--- config.mk ---
export PLATFORM = sky130hd
export DESIGN_NAME = id_ctrl_pipe
export DESIGN_NICKNAME = d
export VERILOG_FILES = /design/src/rtl/id_ctrl_pkg.sv /design/src/rtl/id_ctrl_pipe_decode.sv /design/src/rtl/id_ctrl_pipe.sv
export SDC_FILE = /design/constraint.sdc
export NUM_CORES = 1
export LEC_CHECK = 0
export ABC_AREA = 1
export CAP_MARGIN = 15
export CELL_PAD_IN_SITES_DETAIL_PLACEMENT = 1
export CELL_PAD_IN_SITES_GLOBAL_PLACEMENT = 2
export CORE_ASPECT_RATIO = 0.9
export CORE_MARGIN = 10
export CORE_UTILIZATION = 25
export CTS_CLUSTER_DIAMETER = 40
export CTS_CLUSTER_SIZE = 8
export DETAILED_ROUTE_END_ITERATION = 12
export PLACE_DENSITY = 0.9
export SLEW_MARGIN = 20
export SYNTH_ARGS = -nofsm -noshare
export SYNTH_HDL_FRONTEND = slang
export SYNTH_SLANG_ARGS = --single-unit
--- constraint.sdc ---
create_clock -name clk_i -period 4.3 [get_ports clk_i]
set_clock_uncertainty 0.2 [all_clocks]
set_input_delay 1.29 -clock clk_i [delete_from_list [all_inputs] [get_ports clk_i]]
set_output_delay 1.29 -clock clk_i [all_outputs]
set_load 0.02 [all_outputs]
--- src/rtl/id_ctrl_pkg.sv ---
// Shared encodings, state enum and control bundle for the ID stage.
package id_ctrl_pkg;

  localparam int unsigned OP_W     = 6;
  localparam int unsigned REG_W    = 5;
  localparam int unsigned ALU_ENC_W = 3;
  localparam int unsigned CNT_W    = 4;

  localparam logic [OP_W-1:0] OP_RTYPE  = 6'b000000;
  localparam logic [OP_W-1:0] OP_REGIMM = 6'b000001;
  localparam logic [OP_W-1:0] OP_J      = 6'b000010;
  localparam logic [OP_W-1:0] OP_JAL    = 6'b000011;
  localparam logic [OP_W-1:0] OP_BEQ    = 6'b000100;
  localparam logic [OP_W-1:0] OP_BNE    = 6'b000101;
  localparam logic [OP_W-1:0] OP_BGTZ   = 6'b000111;
  localparam logic [OP_W-1:0] OP_ADDI   = 6'b001000;
  localparam logic [OP_W-1:0] OP_ADDIU  = 6'b001001;
  localparam logic [OP_W-1:0] OP_SLTI   = 6'b001010;
  localparam logic [OP_W-1:0] OP_SLTIU  = 6'b001011;
  localparam logic [OP_W-1:0] OP_LW     = 6'b100011;
  localparam logic [OP_W-1:0] OP_SW     = 6'b101011;

  localparam logic [5:0] FN_JR   = 6'b001000;
  localparam logic [5:0] FN_MULT = 6'b011000;
  localparam logic [5:0] FN_DIV  = 6'b011010;

  localparam logic [ALU_ENC_W-1:0] ALU_ADD    = 3'b000;
  localparam logic [ALU_ENC_W-1:0] ALU_SUB    = 3'b001;
  localparam logic [ALU_ENC_W-1:0] ALU_RFUNCT = 3'b010;
  localparam logic [ALU_ENC_W-1:0] ALU_SLT    = 3'b011;
  localparam logic [ALU_ENC_W-1:0] ALU_MULDIV = 3'b100;

  localparam logic [1:0] BT_BEQ  = 2'b00;
  localparam logic [1:0] BT_BGTZ = 2'b01;
  localparam logic [1:0] BT_BGEZ = 2'b10;
  localparam logic [1:0] BT_BNE  = 2'b11;

  localparam logic [1:0] JMP_J   = 2'b00;
  localparam logic [1:0] JMP_SEQ = 2'b01;
  localparam logic [1:0] JMP_JR  = 2'b10;

  localparam logic [1:0] MTR_ALU = 2'b00;
  localparam logic [1:0] MTR_MEM = 2'b01;
  localparam logic [1:0] MTR_PC4 = 2'b11;

  localparam logic [1:0] RDST_RT  = 2'b00;
  localparam logic [1:0] RDST_RD  = 2'b01;
  localparam logic [1:0] RDST_R31 = 2'b10;

  typedef enum logic {RUN, MD_BUSY} state_t;

  typedef struct packed {
    logic [ALU_ENC_W-1:0] alu_op;
    logic                 alu_src;
    logic                 branch;
    logic [1:0]           branch_type;
    logic [1:0]           jump;
    logic                 mem_read;
    logic                 mem_write;
    logic [1:0]           mem_to_reg;
    logic [1:0]           reg_dst;
    logic                 reg_write;
  } ctrl_t;

  localparam ctrl_t CTRL_BUBBLE = '{
    alu_op: ALU_ADD, alu_src: 1'b0, branch: 1'b0, branch_type: BT_BEQ,
    jump: JMP_SEQ, mem_read: 1'b0, mem_write: 1'b0, mem_to_reg: MTR_ALU,
    reg_dst: RDST_RT, reg_write: 1'b0
  };

endpackage

--- src/rtl/id_ctrl_pipe_decode.sv ---
// Combinational op/funct decoder producing the control bundle and register-use flags.
module ctrl_decode_core
  import id_ctrl_pkg::*;
(
  input  logic [OP_W-1:0] op,
  input  logic [5:0]      funct,
  output ctrl_t           ctrl_c,
  output logic            rs_used_c,
  output logic            rt_used_c,
  output logic            muldiv_c
);

  always_comb begin
    ctrl_c        = CTRL_BUBBLE;
    ctrl_c.alu_op = ALU_RFUNCT;
    rs_used_c     = 1'b1;
    rt_used_c     = 1'b0;
    muldiv_c      = 1'b0;
    case (op)
      OP_RTYPE: begin
        rt_used_c      = 1'b1;
        ctrl_c.reg_dst = RDST_RD;
        if (funct == FN_JR) begin
          ctrl_c.jump = JMP_JR;
        end else if (funct == FN_MULT || funct == FN_DIV) begin
          ctrl_c.alu_op = ALU_MULDIV;
          muldiv_c      = 1'b1;
        end else begin
          ctrl_c.reg_write = 1'b1;
        end
      end
      OP_J: begin
        ctrl_c.alu_op = ALU_ADD;
        ctrl_c.jump   = JMP_J;
        rs_used_c     = 1'b0;
      end
      OP_JAL: begin
        ctrl_c.alu_op     = ALU_ADD;
        ctrl_c.jump       = JMP_J;
        ctrl_c.reg_write  = 1'b1;
        ctrl_c.mem_to_reg = MTR_PC4;
        ctrl_c.reg_dst    = RDST_R31;
        rs_used_c         = 1'b0;
      end
      OP_BEQ: begin
        ctrl_c.alu_op      = ALU_SUB;
        ctrl_c.branch      = 1'b1;
        ctrl_c.branch_type = BT_BEQ;
        rt_used_c          = 1'b1;
      end
      OP_BNE: begin
        ctrl_c.branch      = 1'b1;
        ctrl_c.branch_type = BT_BNE;
        rt_used_c          = 1'b1;
      end
      OP_REGIMM: begin
        ctrl_c.branch      = 1'b1;
        ctrl_c.branch_type = BT_BGEZ;
      end
      OP_BGTZ: begin
        ctrl_c.branch      = 1'b1;
        ctrl_c.branch_type = BT_BGTZ;
      end
      OP_ADDI, OP_ADDIU: begin
        ctrl_c.alu_op    = ALU_ADD;
        ctrl_c.alu_src   = 1'b1;
        ctrl_c.reg_write = 1'b1;
      end
      OP_SLTI: begin
        ctrl_c.alu_op    = ALU_SLT;
        ctrl_c.alu_src   = 1'b1;
        ctrl_c.reg_write = 1'b1;
      end
      OP_SLTIU: begin
        ctrl_c.alu_src   = 1'b1;
        ctrl_c.reg_write = 1'b1;
      end
      OP_LW: begin
        ctrl_c.alu_op     = ALU_ADD;
        ctrl_c.alu_src    = 1'b1;
        ctrl_c.reg_write  = 1'b1;
        ctrl_c.mem_read   = 1'b1;
        ctrl_c.mem_to_reg = MTR_MEM;
      end
      OP_SW: begin
        ctrl_c.alu_op    = ALU_ADD;
        ctrl_c.alu_src   = 1'b1;
        ctrl_c.mem_write = 1'b1;
        rt_used_c        = 1'b1;
      end
      default: ;
    endcase
  end

endmodule

--- src/rtl/id_ctrl_pipe.sv ---
// ID stage: decode into the ID/EX register, load-use interlock and mult/div hold FSM.
module id_ctrl_pipe
  import id_ctrl_pkg::*;
#(
  parameter int unsigned ALUOP_W    = 3,
  parameter int unsigned MULDIV_LAT = 4
) (
  input  logic               clk_i,
  input  logic               rst_i,
  input  logic [31:0]        instr_i,
  input  logic               valid_i,
  input  logic               flush_i,
  output logic               stall_o,
  output logic               ex_valid_o,
  output logic [ALUOP_W-1:0] alu_op_o,
  output logic               alu_src_o,
  output logic               branch_o,
  output logic               mem_read_o,
  output logic               mem_write_o,
  output logic               reg_write_o,
  output logic [1:0]         branch_type_o,
  output logic [1:0]         jump_o,
  output logic [1:0]         mem_to_reg_o,
  output logic [1:0]         reg_dst_o,
  output logic [REG_W-1:0]   ex_rt_o,
  output logic               md_busy_o
);

  localparam bit MD_HOLDS = (MULDIV_LAT > 1);

  ctrl_t             dec_ctrl_c, ex_ctrl_q;
  logic              rs_used_c, rt_used_c, muldiv_c;
  logic              lu_hazard_c, launch_c;
  logic              ex_valid_q;
  logic [REG_W-1:0]  ex_rt_q, rs_c, rt_c;
  state_t            state_q, state_d;
  logic [CNT_W-1:0]  cnt_q, cnt_d;
  logic              unused_instr_c;

  assign rs_c           = instr_i[25:21];
  assign rt_c           = instr_i[20:16];
  assign unused_instr_c = ^instr_i[15:6];

  ctrl_decode_core u_decode (
    .op        (instr_i[31:26]),
    .funct     (instr_i[5:0]),
    .ctrl_c    (dec_ctrl_c),
    .rs_used_c (rs_used_c),
    .rt_used_c (rt_used_c),
    .muldiv_c  (muldiv_c)
  );

  assign lu_hazard_c = ex_valid_q && ex_ctrl_q.mem_read && valid_i && (ex_rt_q != 5'd0) &&
                       ((rs_used_c && (rs_c == ex_rt_q)) || (rt_used_c && (rt_c == ex_rt_q)));

  // Hold FSM state and remaining mult/div occupancy
  always_ff @(posedge clk_i or negedge rst_i) begin
    if (!rst_i) begin
      state_q <= RUN;
      cnt_q   <= '0;
    end else begin
      state_q <= state_d;
      cnt_q   <= cnt_d;
    end
  end

  // Next state, stall and launch decision; flush overrides every stall source
  always_comb begin
    state_d  = state_q;
    cnt_d    = cnt_q;
    stall_o  = 1'b0;
    launch_c = 1'b0;
    if (flush_i) begin
      state_d = RUN;
      cnt_d   = '0;
    end else begin
      case (state_q)
        RUN: begin
          stall_o  = lu_hazard_c;
          launch_c = valid_i && !lu_hazard_c;
          if (launch_c && muldiv_c && MD_HOLDS) begin
            state_d = MD_BUSY;
            cnt_d   = CNT_W'(MULDIV_LAT - 1);
          end
        end
        MD_BUSY: begin
          stall_o = 1'b1;
          cnt_d   = cnt_q - CNT_W'(1);
          if (cnt_q == CNT_W'(1)) state_d = RUN;
        end
        default: begin
          state_d = RUN;
          cnt_d   = '0;
        end
      endcase
    end
  end

  // ID/EX register: decoded word on launch, bubble otherwise
  always_ff @(posedge clk_i or negedge rst_i) begin
    if (!rst_i) begin
      ex_ctrl_q  <= CTRL_BUBBLE;
      ex_valid_q <= 1'b0;
      ex_rt_q    <= '0;
    end else if (launch_c) begin
      ex_ctrl_q  <= dec_ctrl_c;
      ex_valid_q <= 1'b1;
      ex_rt_q    <= rt_c;
    end else begin
      ex_ctrl_q  <= CTRL_BUBBLE;
      ex_valid_q <= 1'b0;
      ex_rt_q    <= '0;
    end
  end

  assign ex_valid_o    = ex_valid_q;
  assign alu_op_o      = ALUOP_W'(ex_ctrl_q.alu_op);
  assign alu_src_o     = ex_ctrl_q.alu_src;
  assign branch_o      = ex_ctrl_q.branch;
  assign branch_type_o = ex_ctrl_q.branch_type;
  assign jump_o        = ex_ctrl_q.jump;
  assign mem_read_o    = ex_ctrl_q.mem_read;
  assign mem_write_o   = ex_ctrl_q.mem_write;
  assign mem_to_reg_o  = ex_ctrl_q.mem_to_reg;
  assign reg_dst_o     = ex_ctrl_q.reg_dst;
  assign reg_write_o   = ex_ctrl_q.reg_write;
  assign ex_rt_o       = ex_rt_q;
  assign md_busy_o     = (state_q == MD_BUSY);

endmodule

=== After elaboration in Yosys (flattened, before gate mapping) ===
Cells that the tools add are included.

* Register bits: 27
* Bits of input ports: 36
* Output and inout bits: 24
* Logic and storage cells: 86

* Bitwise operators: 1
* Equality and inequality tests: 19
* $add $sub $neg: 1
* Reductions and logical operators: 18
* Muxes and demuxes: 33

{| class="wikitable"
|+ Operators by type and width
! operator !! count
|-
| $eq 6x4->1 const B || 5
|-
| $pmux 3 s4 || 2
|-
| $eq 6x3->1 const B || 3
|-
| $reduce_or 6->1 || 3
|-
| $mux 1 || 17
|-
| $mux 16 || 1
|-
| $eq 6x2->1 const B || 2
|-
| $eq 6x5->1 const B || 2
|-
| $eq 6x6->1 const B || 2
|-
| $pmux 2 s2 || 3
|-
| $eq 5x5->1 || 2
|-
| $logic_and 1x1->1 || 8
|-
| $mux 4 || 2
|-
| $pmux 4 s2 || 1
|-
| $eq 6x1->1 const B || 1
|-
| $logic_not 6->1 || 1
|-
| $mux 3 || 2
|-
| $pmux 1 s2 || 3
|-
| $mux 5 || 1
|-
| $reduce_bool 5->1 || 1
|-
| $eq 4x1->1 const B || 1
|-
| $reduce_or 4->1 || 1
|-
| $sub 4x1->4 const B || 1
|-
| $ne 3x3->1 const B || 1
|-
| 5 further kinds || 6
|}

=== Depth between registers and ports, before layout ===
Gate-level depths: netlist (run 1).

* Word-level depth: 12
* Mapped depth: 13
* Mapped depth without buffers: 13

=== Hierarchy ===
Synthesis (run 1) repeated with hierarchy kept, for this count alone.

* Cells, all modules: 228
* Area total of the unflattened synthesis: 1612.8 sq um

{| class="wikitable"
|+ Modules (own cells, without submodules)
! module !! seq. area each (sq um) !! area an instance (sq um) !! times used !! cells each
|-
| id_ctrl_pipe || 676.9 || 1277.5 || 1 || 161
|-
| ctrl_decode_core || 0.0 || 335.3 || 1 || 67
|}

=== Least setup slack after synthesis (run 1) ===
OpenSTA, ideal clock, no wires.

* Kind: input -> output
* From: input instr_i[30]
* To: output stall_o
* Data arrival time: 2.273 ns
* Cell stages on the path: 9
* Buffers on the path: 0
* Setup slack: 0.537 ns
* Data required time: 2.810 ns
* Cell sequence: nor2_4 inv_2 nor2_1 nand2_1 nand3_1 nand2_1 nand2_1 nand2_2 a21oi_1

* Longest elaborated chain between the ends: 8
* Elaborated cells between the ends (all ways): 16
* Classes of those cells: eq/ne: 5; mux: 4; reduce/logical: 7

{| class="wikitable"
|+ RTL lines
! what !! RTL line !! text
|-
| from (decl) || id_ctrl_pipe.sv:10 || <nowiki>input logic [31:0] instr_i,</nowiki>
|-
| $eq 6x3->1, or another cell as far along || id_ctrl_pipe_decode.sv:19 || <nowiki>case (op)</nowiki>
|-
| $reduce_or 4->1 (no source line) or $reduce_or 2->1 (tied branches) || -- ||
|-
| $mux 1 || id_ctrl_pipe_decode.sv:19 ||
|-
| $logic_and 1x1->1 || id_ctrl_pipe.sv:54 || <nowiki>((rs_used_c && (rs_c == ex_rt_q)) || (rt_used_c && (rt_c == ex_rt_q)));</nowiki>
|-
| $logic_or 1x1->1 (*) || id_ctrl_pipe.sv:54 ||
|-
| $logic_and 1x1->1 (*) || id_ctrl_pipe.sv:53 || <nowiki>assign lu_hazard_c = ex_valid_q && ex_ctrl_q.mem_read && valid_i && (ex_rt_q != 5'd0) &&</nowiki>
|-
| $pmux 1 s2 (*) || id_ctrl_pipe.sv:77 || <nowiki>case (state_q)</nowiki>
|-
| $mux 1 (*) || id_ctrl_pipe.sv:73 || <nowiki>if (flush_i) begin</nowiki>
|-
| to (decl) || id_ctrl_pipe.sv:13 || <nowiki>output logic stall_o,</nowiki>
|}

Every way passes the cells marked *; elsewhere a longest branch is shown, timed or not.

=== Worst setup path in the final report (run 1) ===
* From: input instr_i[31]
* To: output stall_o

Same word-level chain as after synthesis.

==> results.yml, run 1 <==
critical_path:
  cp_data_required_time_ns: 2.81
  startpoint_type: "primary input"
  worstSetupPathType: "in -> out"
  worst_path_largest_cell_delay_ns: 0.52
  worst-path-stages: 11
  crit-reg2reg-launch: "ex_rt_o[1]"
  ff2ff_setup_slack_ns: 2.37
  timing.rr.end: "alu_op_o[2]"
  cell_family_contributing_the_most_delay_on_the_critical_path: "buffers and inverters"
  critPathArrivalTime_ns: 2.70
  critPathCaptureType: "output port"
  endpoint: "stall_o"
  cp_max_fo: 4
  crit_path_start: "instr_i[31]"
  critical_path.cell_chain: "clkdlybuf4s50_1 > nor2_4 > buf_4 > nand3_2 > inv_1 > nor2_1 > nand2_1 > nand2_1 > nand2_2 > a21oi_2 > buf_4"
  cp_slowest_cell: "sky130_fd_sc_hd__clkdlybuf4s50_1"
  ff2ff_path_depth: 14
  critical_path.n_buffers_inverters: 4
synth:
  synthesis.area_per_instance_um2: 8.04
  post_synthesis_xor_xnor_area_fraction_pct: 3.69
  net_count_of_the_mapped_netlist: 215
  combined_area_of_all_synthesized_cells_um2: 1420
  synth_seq_cells: 27
  synth-compound-area-share_pct: 4.83
  yosys.area_share.adder_pct: 1.76
  synth_top_family_by_area: "simple AND/OR/NAND/NOR gates"
  synth-seq-area-share_pct: 47.5
  synth_cell_types: 28
  synth.yosys.warnings: 0
  synth.area.mux_share_pct: 0
  post_synth_inst_count: 177
  synth_simple_gate_area_share_pct: 33.2
global_routing:
  grt_util_all_layers_pct: 9.38
  globalRoute.totalOverflow: 0
  grt_start_max_net_pins: 21
  grt_pass1_vias: 1529
  antenna_found_initial: 0
  grt_first_pass_wirelength_um: 7220
layout:
  area_delta_synth_final_pct: 54.0
  filler_cell_count: 662
  stdcell_count: 316
  diodes: 0
  final_cell_mix: "46 x sky130_fd_sc_hd__clkdlybuf4s50_1, 40 x sky130_fd_sc_hd__nand2_1, 27 x sky130_fd_sc_hd__inv_1, 26 x sky130_fd_sc_hd__dfrtp_1, 21 x sky130_fd_sc_hd__buf_4"
  multi_input_comb_area_um2: 631
  register_area_um2: 677
  final_design_area_no_fill_um2: 2190
  post_route_cells_drive_above_1_share_pct: 18.9
  mostFrequentLayoutCell: "sky130_fd_sc_hd__clkdlybuf4s50_1"
  total_nets_final: 288
routing:
  wl_per_cell_um: 13.5
  vias_per_cell: 4.37
  detail_route.iter0.violations: 34
  dr_total_vias: 1381
  totalWireLength_um: 4260
  wl_met1_um: 1910
  met2_routed_length_um: 2120
  ant_nets: 0
  detail_route.first_pass.iterations: 4
  routed-wl-met3_um: 198
  drt_drc_violations_left: 0
  top_layer_used: "met4"
clock_tree:
  cts_hold_repair.buffers: 0
  clock_sink_count: 27
  postCtsSetupRepairBufs: 0
  clock_tree.buffer_depth: 2
  cts-root-buf: "sky130_fd_sc_hd__clkbuf_8"
  numCtsBuffers: 3
  tritoncts: "yes"
  htreeDepth: 1
  worstSkewPairLatency_ns: 0.27
  clk_pin_slew_ns: 0.09
placed_design:
  numPlacedInstances: 312
  placement.cell_area_um2: 2130
  place_hpwl_um: 3560
  placement.io_buffers: 49
  finalWeightedCongestion: 0.785
power_and_ir_drop:
  power.share.clock_pct: 29.1
  power.total_mw: 0.496
  leakagePower_nw: 1.07
  power_density_nw_per_um2: 226
  power.ir.vdd_worst_uv: 107
  part_of_the_total_power_dissipated_in_combinational_logic_pct: 18.3
  switching_fraction_pct: 25.1
  reg_power_share_pct: 52.6
  cellInternalPower_mw: 0.371
  total_switching_power_mw: 0.125
sta:
  finalCriticalPeriod_ns: 4.19
  timing_worst_slew_pin_value_ns: 0.890
  final-hold-violation-count: 0
  slew_headroom_pct: 40.5
  report.final.slew_viol_count: 0
  final.period_utilization_pct: 97.4
  setup-violations-final: 0
  holdWs_ns: 0.350
  maxClockFrequency_mhz: 239
die:
  floorplan_core_area_um2: 5380
  die_area_um2: 9120
  die_height_um: 91.6
  die_width_um: 99.6
  row_count: 25
  boundaryPins: 60
  initial_core_util_pct: 26.5
job:
  max_cap_viol_count: 0
status:
  run_status: "complete, no violations"
worst_hold_path:
  hp-class: "reg -> reg"
==> through the flow <==
stage	setup TNS (ns)	utilization [%]	setup slack (ns)
2_1_floorplan	0	-	0.537
3_3_place_gp	-0.406	39.7	-0.406
3_5_place_dp	-0.415	39.7	-0.415
4_1_cts	0	40.4	0.0282
5_1_grt	-0.0281	40.7	-0.0281
6_report	0	40.7	0.114
==> worst register-to-register path, delay by kind of cell, from the launching register on <==
family | cells | cell delay [ns]
flops | 1 | 0.42
simple gates | 11 | 0.87
buf+inv | 3 | 0.32
==> Yosys cell counts (all sizes together) <==
library cell  number  share of area [%]
nand2             44                 12
nor2              30                9.8
inv               29                7.6
dfrtp             26                 46
nand3             12                5.4
a21oi              7                2.5
nand4              6                2.6
xnor2              5                3.1
nor3               3                1.1
ha                 2                1.8
o21ai              2               0.70
a211oi             1               0.53
a41oi              1               0.62
and2               1               0.44
buf                1                1.1
clkinv             1               0.26
dfstp              1                1.8
nand3b             1               0.53
nor3b              1               0.53
o211ai             1               0.53
or2                1               0.44
xor2               1               0.62
==> power by group through the flow <==
stage	sequential, mW	clock, mW	combinational, mW
global placement	0.266	0	0.0891
finish	0.261	0.145	0.0907
CTS	0.261	0.149	0.0920
detailed placement	0.266	0	0.0916
global route	0.262	0.163	0.101
floorplan	0.270	0	0.0297
==> layout make-up <==
class	count	area share (%)
inverters	30	5.14
repair buffers	69	29.3
clock buffers	4	2.05
flip-flops and latches	27	30.9
well taps	67	3.82
multi-input cells	119	28.8
==> sequential cells by signal, summed over array words and instances (netlist names), 2 cells and up <==
| signal | flops |
|---|---|
| jump_o | 2 |
| mem_to_reg_o | 2 |
| cnt_q | 4 |
| branch_type_o | 2 |
| alu_op_o | 3 |
| reg_dst_o | 2 |
| ex_rt_o | 5 |
==> logic make-up after synthesis <==
logic type,Yosys count
simple gates,99
fa+ha+maj,2
compound gates,12
xor+xnor,6
flops,27
buf+inv,31
==> what timing repair did <==
| item | CTS | global route |
|---|---|---|
| pin swaps | 0 | 1 |
| resized for setup | 4 | 7 |
| setup endpoints to repair | 1 | 1 |
==> worst min path at each step <==
stage / startpoint / to / slack [ns] / cells after the start
final: cnt_q[1] / cnt_q[1] / 0.35 / 2
after global routing: cnt_q[3] / cnt_q[3] / 0.38 / 2
after CTS: cnt_q[3] / cnt_q[3] / 0.36 / 2
after detailed placement: cnt_q[3] / cnt_q[3] / 0.34 / 2
after global placement: cnt_q[3] / cnt_q[3] / 0.31 / 2
after floorplan: cnt_q[3] / cnt_q[3] / 0.29 / 2
==> metal layers <==
metal	vias to the layer above	global-route usage [%]
met5	-	0
met4	0	2.86
met3	2	1.89
met2	33	16.5
met1	654	11.1
li1	692	-
Power figures use the tool's default switching activity.
==> inputs of run 2 (changes only) <==
--- a/config.mk
+++ b/config.mk
@@ -10,12 +10,13 @@
 export CELL_PAD_IN_SITES_DETAIL_PLACEMENT = 1
 export CELL_PAD_IN_SITES_GLOBAL_PLACEMENT = 2
 export CORE_ASPECT_RATIO = 0.9
-export CORE_MARGIN = 10
+export CORE_MARGIN = 8
 export CORE_UTILIZATION = 25
 export CTS_CLUSTER_DIAMETER = 40
 export CTS_CLUSTER_SIZE = 8
 export DETAILED_ROUTE_END_ITERATION = 12
 export PLACE_DENSITY = 0.9
+export SKIP_LAST_GASP = 1
 export SLEW_MARGIN = 20
 export SYNTH_ARGS = -nofsm -noshare
 export SYNTH_HDL_FRONTEND = slang
==> run 2 against run 1 <==
Power fell by 0.51%. Combinational power decreased by 2%. Critical path depth unchanged. Design area increased by 0.29%. Final cell count rose by 0.95%. Maximum frequency up 0.17%. First-iteration DRC count down 59%. Utilization shrank 1.5 points. Wire length shrank 5.6%. Non-clock buffer count is the same. Critical endpoint unchanged. Largest cell class unchanged.
==> results.yml, run 2 (synthesis gave the netlist of run 1 again) <==
clock_tree:
  clock_tree.buffer_depth: 2
  cts_hold_repair.buffers: 0
  worstSkewPairLatency_ns: 0.27
  clk_pin_slew_ns: 0.09
  cts-root-buf: "sky130_fd_sc_hd__clkbuf_8"
  clock_sink_count: 27
  tritoncts: "yes"
  numCtsBuffers: 3
  htreeDepth: 1
routing:
  wl_per_cell_um: 12.6
  detail_route.iter0.violations: 14
  drt_drc_violations_left: 0
  dr_total_vias: 1371
  ant_nets: 0
  vias_per_cell: 4.30
  detail_route.first_pass.iterations: 4
  totalWireLength_um: 4020
layout:
  post_route_cells_drive_above_1_share_pct: 18.5
  filler_cell_count: 695
  largest_register_ff_count: 5
  area_delta_synth_final_pct: 54.4
  final_core_utilization_pct: 39.3
  stdcell_count: 319
  mostFrequentLayoutCell: "sky130_fd_sc_hd__clkdlybuf4s50_1"
  final_cell_mix: "44 x sky130_fd_sc_hd__clkdlybuf4s50_1, 40 x sky130_fd_sc_hd__nand2_1, 27 x sky130_fd_sc_hd__inv_1, 26 x sky130_fd_sc_hd__dfrtp_1, 21 x sky130_fd_sc_hd__buf_4"
  final_design_area_no_fill_um2: 2200
  total_nets_final: 288
  diodes: 0
critical_path:
  ff2ff_setup_slack_ns: 2.41
  critPathArrivalTime_ns: 2.69
  cp_data_required_time_ns: 2.81
  worstSetupPathType: "in -> out"
  critPathCaptureType: "output port"
  cp_max_fo: 4
  crit-reg2reg-launch: "ex_rt_o[0]"
  ff2ff_path_depth: 14
  timing.rr.end: "alu_op_o[2]"
  startpoint_type: "primary input"
power_and_ir_drop:
  power.ir.vdd_worst_uv: 102
  leakagePower_nw: 1.09
  power_density_nw_per_um2: 225
sta:
  timing_worst_slew_pin_value_ns: 0.347
  finalCriticalPeriod_ns: 4.18
  maxClockFrequency_mhz: 239
  final-hold-violation-count: 0
  slew_headroom_pct: 76.8
  final.period_utilization_pct: 97.2
  setup_tns_ns: 0
  report.final.slew_viol_count: 0
  setup-violations-final: 0
job:
  max_cap_viol_count: 0
placed_design:
  finalWeightedCongestion: 0.772
  place_hpwl_um: 3280
  placement.io_buffers: 49
  placement.cell_area_um2: 2140
  numPlacedInstances: 315
worst_hold_path:
  hold-path-endpoint: "cnt_q[3]"
  hp-class: "reg -> reg"
  hold_path_startpoint: "cnt_q[3]"
  holdPathStages: 2
die:
  die_area_um2: 8370
  die_width_um: 95.6
  die_height_um: 87.6
  floorplan_core_area_um2: 5600
  boundaryPins: 60
  initial_core_util_pct: 25.4
  row_count: 26
global_routing:
  antenna_found_initial: 0
  grt_pass1_vias: 1455
  grt_util_all_layers_pct: 10.1
  globalRoute.totalOverflow: 0
  grt_first_pass_wirelength_um: 6700
  grt_start_max_net_pins: 28
status:
  run_status: "complete, no violations"
-- run 2: cell types whose count changed in the layout (fill, tap and decap cells not counted), sizes merged --
cell           change
dlymetal6s2s       +2
clkdlybuf4s50      -2
-- run 2: area by class of cell --
class,instances,area (um^2),share of cell area [%]
Clock buffer,4,45.0,2.05
Timing Repair Buffer,69,648,29.5
Sequential cell,27,677,30.8
Multi-Input combinational cell,119,628,28.6
Inverter,30,113,5.12
Tap cell,70,87.6,3.98
-- run 2: layer usage --
| layer | routed length (um) | GRT usage, % | vias to the layer above |
|---|---|---|---|
| li1 | - | - | 690 |
| met4 | 40 | 4.18 | 0 |
| met2 | 1940 | 16.5 | 30 |
| met1 | 1830 | 12.9 | 649 |
| met5 | 0 | 0 | - |
| met3 | 214 | 1.46 | 2 |
-- run 2: through the flow --
| stage | total power, mW | setup WS, ns | hold WS (ns) |
|---|---|---|---|
| 2_1_floorplan | 0.300 | 0.537 | 0.290 |
| 3_3_place_gp | 0.355 | -0.417 | 0.310 |
| 3_5_place_dp | 0.357 | -0.409 | 0.318 |
| 4_1_cts | 0.503 | 0.0349 | 0.346 |
| 5_1_grt | 0.519 | -0.0145 | 0.375 |
| 6_report | 0.494 | 0.121 | 0.348 |
-- run 2: how the worst max path moves through the flow --
stage,cells after the start,from,slack [ns],to
after floorplan,9,instr_i[30],0.54,stall_o
after global placement,11,instr_i[30],-0.42,stall_o
after detailed placement,11,instr_i[30],-0.41,stall_o
after CTS,11,instr_i[30],0.03,stall_o
after global routing,12,instr_i[16],-0.01,stall_o
final,11,instr_i[31],0.12,stall_o
-- run 2: timing repair --
action                     in CTS  in global routing
setup endpoints to repair       1                  1
cloned                          0                  0
setup buffers                   0                  0
gates resized for setup         4                  8
-- run 2: critical path, stage by stage --
cell	delay, ns
sky130_fd_sc_hd__clkdlybuf4s50_1	0.52
sky130_fd_sc_hd__nor2_4	0.04
sky130_fd_sc_hd__buf_4	0.15
sky130_fd_sc_hd__nand3_2	0.07
sky130_fd_sc_hd__inv_1	0.05
sky130_fd_sc_hd__nor2_1	0.10
sky130_fd_sc_hd__nand2_1	0.05
sky130_fd_sc_hd__nand2_1	0.07
sky130_fd_sc_hd__nand2_2	0.07
sky130_fd_sc_hd__a21oi_2	0.12
sky130_fd_sc_hd__buf_4	0.15
-- run 2: power breakdown --
part / internal [mW] / switching (mW)
combinational: 0.0472 / 0.0417
clock: 0.0663 / 0.0774
sequential: 0.258 / 0.00343
==> inputs of run 3 (changes only) <==
--- a/config.mk
+++ b/config.mk
@@ -13,7 +13,7 @@
 export CORE_MARGIN = 8
 export CORE_UTILIZATION = 25
 export CTS_CLUSTER_DIAMETER = 40
-export CTS_CLUSTER_SIZE = 8
+export CTS_CLUSTER_SIZE = 20
 export DETAILED_ROUTE_END_ITERATION = 12
 export PLACE_DENSITY = 0.9
 export SKIP_LAST_GASP = 1
==> results of run 3 <==
Same layout as run 2: the final DEF is identical, and so are final timing and power.
